## config.mk

```make
export PLATFORM = sky130hd
export DESIGN_NAME = score_bcd_converter
export DESIGN_NICKNAME = d
export VERILOG_FILES = /design/src/rtl/score_bcd_converter.sv
export SDC_FILE = /design/constraint.sdc
export NUM_CORES = 1
export LEC_CHECK = 0
export CAP_MARGIN = 20
export CORE_UTILIZATION = 54
export CTS_BUF_LIST = sky130_fd_sc_hd__clkbuf_16
export CTS_CLUSTER_SIZE = 14
export DETAILED_ROUTE_END_ITERATION = 8
export PLACE_DENSITY = 0.8
export RECOVER_POWER = 50
export SLEW_MARGIN = 20
export SYNTH_ARGS = -nofsm -noshare
export SYNTH_HDL_FRONTEND = slang
export SYNTH_SLANG_ARGS = --single-unit
```

## constraint.sdc

```tcl
create_clock -name clock -period 1.8 [get_ports clock]
set_input_delay 0.36 -clock clock [delete_from_list [all_inputs] [get_ports clock]]
set_output_delay 0.36 -clock clock [all_outputs]
set_load 0.005 [all_outputs]
```

## src/rtl/score_bcd_converter.sv

```systemverilog
// score_bcd_converter
//   Sequential binary-to-BCD converter for the score path.
//   It uses shift-and-add-3 (double dabble) and shifts one bit per clock.
//   Latency is BIN_WIDTH+1 edges from the accepted start edge to done.
//
// Optional feature:
//   LEADING_ZERO_BLANK_EN  When defined, blank_mask flags the leading-zero
//                          digits (the ones digit is never flagged). When
//                          undefined, blank_mask is tied to zero.
//
// Ports:
//   clock       system clock, rising edge
//   resetn      asynchronous, active-low reset
//   start       conversion request; sampled only while busy=0
//   bin_in      unsigned binary score; sampled on the accepted start edge
//   busy        conversion in progress
//   done        one-cycle pulse; digits/overflow/blank_mask updated
//   digits      packed BCD; [3:0] = ones, [7:4] = tens, ...
//   overflow    last accepted bin_in exceeded 10^DIGITS - 1
//   blank_mask  per-digit blank flags
module score_bcd_converter #(
  parameter int BIN_WIDTH = 17,
  parameter int DIGITS    = 5
) (
  input  logic                  clock,
  input  logic                  resetn,
  input  logic                  start,
  input  logic [BIN_WIDTH-1:0]  bin_in,
  output logic                  busy,
  output logic                  done,
  output logic [4*DIGITS-1:0]   digits,
  output logic                  overflow,
  output logic [DIGITS-1:0]     blank_mask
);

  function automatic longint unsigned pow10(input int unsigned n);
    longint unsigned p;
    p = 1;
    for (int unsigned i = 0; i < n; i++) p = p * 10;
    return p;
  endfunction

  localparam longint unsigned MAX_VAL = pow10(DIGITS) - 1;
  localparam int CNT_W = $clog2(BIN_WIDTH + 1);
  localparam logic [CNT_W-1:0] LAST_CNT = CNT_W'(BIN_WIDTH - 1);

  typedef enum logic [1:0] {IDLE, SHIFT, FINISH} state_t;

  state_t                 state, state_next;
  logic [BIN_WIDTH-1:0]   shreg;
  logic [4*DIGITS-1:0]    bcd;
  logic [4*DIGITS-1:0]    bcd_adj;
  logic [CNT_W-1:0]       cnt;
  logic                   over;

  // State register
  always_ff @(posedge clock or negedge resetn) begin
    if (!resetn) state <= IDLE;
    else         state <= state_next;
  end

  // Next-state logic
  always_comb begin
    state_next = state;
    case (state)
      IDLE:    if (start) state_next = SHIFT;
      SHIFT:   if (cnt == LAST_CNT) state_next = FINISH;
      FINISH:  state_next = IDLE;
      default: state_next = IDLE;
    endcase
  end

  assign busy = (state != IDLE);

  // Add-3 correction on every nibble >= 5 before the shift
  always_comb begin
    bcd_adj = bcd;
    for (int unsigned i = 0; i < DIGITS; i++) begin
      if (bcd[4*i +: 4] >= 4'd5) bcd_adj[4*i +: 4] = bcd[4*i +: 4] + 4'd3;
    end
  end

  always_ff @(posedge clock or negedge resetn) begin
    if (!resetn) begin
      shreg    <= '0;
      bcd      <= '0;
      cnt      <= '0;
      over     <= 1'b0;
      done     <= 1'b0;
      digits   <= '0;
      overflow <= 1'b0;
    end else begin
      done <= 1'b0;
      case (state)
        IDLE: begin
          if (start) begin
            shreg <= bin_in;
            bcd   <= '0;
            cnt   <= '0;
            over  <= (64'(bin_in) > MAX_VAL);
          end
        end
        SHIFT: begin
          bcd   <= {bcd_adj[4*DIGITS-2:0], shreg[BIN_WIDTH-1]};
          shreg <= {shreg[BIN_WIDTH-2:0], 1'b0};
          cnt   <= cnt + 1'b1;
        end
        FINISH: begin
          digits   <= over ? {DIGITS{4'h9}} : bcd;
          overflow <= over;
          done     <= 1'b1;
        end
        default: ;
      endcase
    end
  end

`ifdef LEADING_ZERO_BLANK_EN
  logic [DIGITS-1:0] mask_next;
  logic              zero_above;

  // Walk from the most-significant digit down; a digit is blanked while
  // it and everything above it is zero. Bit 0 stays clear.
  always_comb begin
    mask_next  = '0;
    zero_above = 1'b1;
    for (int unsigned i = DIGITS - 1; i > 0; i--) begin
      zero_above   = zero_above & (bcd[4*i +: 4] == 4'd0);
      mask_next[i] = zero_above;
    end
  end

  always_ff @(posedge clock or negedge resetn) begin
    if (!resetn)               blank_mask <= '0;
    else if (state == FINISH)  blank_mask <= over ? '0 : mask_next;
  end
`else
  assign blank_mask = '0;
`endif

endmodule

```

==> metrics.csv <==
stage;metric;value;unit
placement;place_worst_setup_slack;-0.215;ns
worst_setup_path;crit_fanout;6;
timing;final_period_minus_worst_setup_slack;1.70;ns
global_routing;final_global_route_overflow_total;0;
run;cap_viol_max_count;1;
worst_setup_path;timing.critical_path.slowest_cell_delay;0.44;ns
routing;routed_wl;6.31;mm
pwr;leakage;1.81;nW
synthesis;post-synth-top-count-cell;dfrtp_1;
worst_setup_path;critical_path.cell_chain;clkbuf_1, or3b_1, nand2_1, o31ai_1, a32o_1;
routing;post_drt_wl_per_cell;14.0;µm
synthesis;synth_cell_types;33;
synthesis;count_of_synthesis_stage_warnings_from_yosys;0;
timing;hold_viol_final;0;
synthesis;leading_post_synthesis_cells_by_cell_area;dfrtp_1 53%, nand2_1 6.9%, o21ai_0 5.4%, ha_1 4.7%, a22oi_1 3.6%;
placement;gp_routability_congestion;0.781;
timing;final-setup-viol-count;0;
synthesis;post_synth.cell_area_avg;9.77;µm²
synthesis;synth_edf_count;0;
worst_setup_path;worst-endpoint-arrival;1.91;ns
floorplan;core.rowCount;27;
status;status;finished with violations;
timing;finClkSkew;0.00275;ns
worst_setup_path;cp_data_required_time;2.01;ns
floorplan;initial_utilization;56.8;%
global_routing;global_route.usage.total;23.4;%
synthesis;synth_cell_count_leaders;67 x dfrtp_1, 58 x nand2_1, 34 x o21ai_0;
timing;timing.final.max_slew_violations;68;
worst_setup_path;critPathTopFamily;simple AND/OR/NAND/NOR gates;
timing;fin_tns_setup;0;ns
floorplan;fp.dieW;78.6;µm
cts;cts_hold_repair.buffers;0;
routing;vias;2518;
synthesis;synth_seq_cells;67;
cts;cts.root.buffer_cell;clkbuf_16;
worst_setup_path;criticalPathCategory;register to register;
routing;antenna_left;0;
worst_setup_path;worst_setup_ep_type;register;
routing;firstDrtPassIters;4;
routing;post-route-drc-count;0;
placement;port_buffers;42;
global_routing;antenna_found_initial;0;
cts;cts-buffers-inserted;9;
synthesis;syn_area;3170;µm²
synthesis;dominantRegCellSynth;dfrtp_1;
cts;clk_pin_slew_worst_paths;0.05;ns
floorplan;chipHeight;78.6;µm
worst_setup_path;critical_path.slowest_cell;or3b_1;
timing;max-slew-margin-rel;-5.53;%
routing;vias_per_cell;5.60;
cts;htree_levels;3;
floorplan;num_io_pins;48;
timing;clock.fmax;587;MHz
synthesis;synth_cells;324;
synthesis;synth.largest_area_cell;dfrtp_1;
synthesis;synth.yosys.seq_area_share;53.0;%
finish;area_growth_syn_to_layout;26.4;%
synthesis;synth_top_area_share;53.0;%
pwr;pwr_density_cell;1850;nW/µm²
cts;numClockSinks;67;
global_routing;grt_first_pass_wirelength;11.0;mm
finish;design.final.nets;405;
timing;timing.final.ws_setup;0.0977;ns
finish;layout_cells_sized_above_1;9.52;%
floorplan;design.die.area;6170;µm²
cts;clockBufferDepth;2;
worst_setup_path;worstSetupStartpointType;register;
pwr;irDropWorstVdd;0.000919;V
cts;cts_tree;yes;
status;failed_checks;capacitance limit, slew limit;
synthesis;synth-async-reset-ratio;100;%
timing;worst_slew_pin_slew;1.58;ns
min_path;hp-class;register to register;
timing;rsz0062_at_grt;no;
global_routing;first_global_vias;2339;
timing;final_min_period_over_clock_period;94.6;%
placement;detailed_place_hpwl;4.09;mm
finish;antenna_cells_inserted;0;
worst_setup_path;cp.buffers_inverters;1;
cts;clock_insertion_delay_worst_skew;0.32;ns
global_routing;pin_count_of_the_biggest_net_entering_global_routing;68;
routing;drt-initial-drc-count;164;
floorplan;core;5570;µm²
power by group:
group	leakage [nW]	total [W]	switching, W	internal (W)
registers	0.871	0.00272	0.000561	0.00216
logic	0.791	0.00289	0.00145	0.00144
clock network	0.152	0.00179	0.000598	0.00119
total	1.81	0.00740	0.00261	0.00479
through the flow:
step	std cells	hold slack (ns)	total power [W]	utilization [%]	area (µm²)
finish	450	0.473	0.00740	71.8	4000
global route	450	0.499	0.00798	71.8	4000
CTS	450	0.0607	0.00745	72.1	4020
detailed placement	432	0.401	0.00521	66.3	3700
global placement	432	0.404	0.00507	66.3	3700
floorplan	328	0.0644	0.00424	-	3180
cells by family (layout without fill, tap and decap cells):
| logic type | count (synthesis) | after routing | synth area share, % |
|---|---|---|---|
| xor+xnor | 9 | 9 | 2.49 |
| flops | 67 | 67 | 53.0 |
| fa+ha+maj | 12 | 12 | 4.74 |
| other cells | 1 | 5 | 0.118 |
| simple gates | 115 | 115 | 16.6 |
| compound gates | 79 | 79 | 16.1 |
| buf+inv | 37 | 87 | 5.53 |
| mux | 4 | 4 | 1.42 |
registers in the layout (all words and copies together) (netlist names):
name / flops
state: 2
done: 1
shreg: 17
bcd: 20
overflow: 1
cnt: 5
over: 1
digits: 20
final timing paths:
path | slack [ns] | startpoint | depth (start not counted) | endpoint
max in group asynchronous | 0.33 | resetn | 2 | shreg[3]
min | 0.47 | digits[17] | 2 | digits[17]
min in group asynchronous | 0.52 | resetn | 2 | digits[18]
max | 0.1 | state[1] | 5 | bcd[7]
min reg2reg | 0.47 | digits[17] | 2 | digits[17]
max reg2reg | 0.1 | state[1] | 5 | bcd[7]
placed cells by master, fill, tap and decap left out, types with 2 or more instances in the layout:
| master | n |
|---|---|
| a21oi_1 | 5 |
| a22oi_1 | 15 |
| a311o_1 | 2 |
| a32o_1 | 5 |
| and3_1 | 2 |
| buf_4 | 12 |
| bufinv_16 | 2 |
| clkbuf_1 | 2 |
| clkbuf_16 | 9 |
| clkdlybuf4s50_1 | 40 |
| clkinv_1 | 2 |
| conb_1 | 5 |
| dfrtp_1 | 67 |
| ha_1 | 12 |
| inv_1 | 14 |
| mux2_2 | 4 |
| nand2_1 | 58 |
| nand2b_1 | 12 |
| nand3_1 | 16 |
| nand4_1 | 2 |
| nor2_1 | 13 |
| nor3_1 | 3 |
| o21ai_0 | 34 |
| o31ai_1 | 15 |
| xnor2_1 | 5 |
| xor2_1 | 4 |
worst register-to-register path, cell delays in order, from the launching register on:
cell and delay [ns]:
dfrtp_1 0.36, clkbuf_1 0.16, or3b_1 0.44, nand2_1 0.25, o31ai_1 0.15, a32o_1 0.23
timing repair:
| item | CTS | global route |
|---|---|---|
| resized for setup | 0 | 3 |
| endpoints found under the setup margin | 1 | 12 |
| buffers inserted | 2 | 0 |
routing by layer:
| metal | part of all wire [%] | vias to the layer above | global-route usage (%) |
|---|---|---|---|
| li1 | - | 1209 | - |
| met1 | 44 | 1211 | 30.3 |
| met2 | 49 | 82 | 36.7 |
| met3 | 4.2 | 16 | 4.30 |
| met4 | 2.7 | 0 | 13.5 |
| met5 | 0 | - | 0 |
cell type report:
class	instances	area, µm²
clock buffers	9	225
clock inverters	7	83.8
fillers	424	1570
inverters	13	48.8
multi-input cells	224	1340
flip-flops and latches	67	1680
well taps	72	90.1
repair buffers	58	541
No activity file was read; power rests on OpenSTA's default activity.
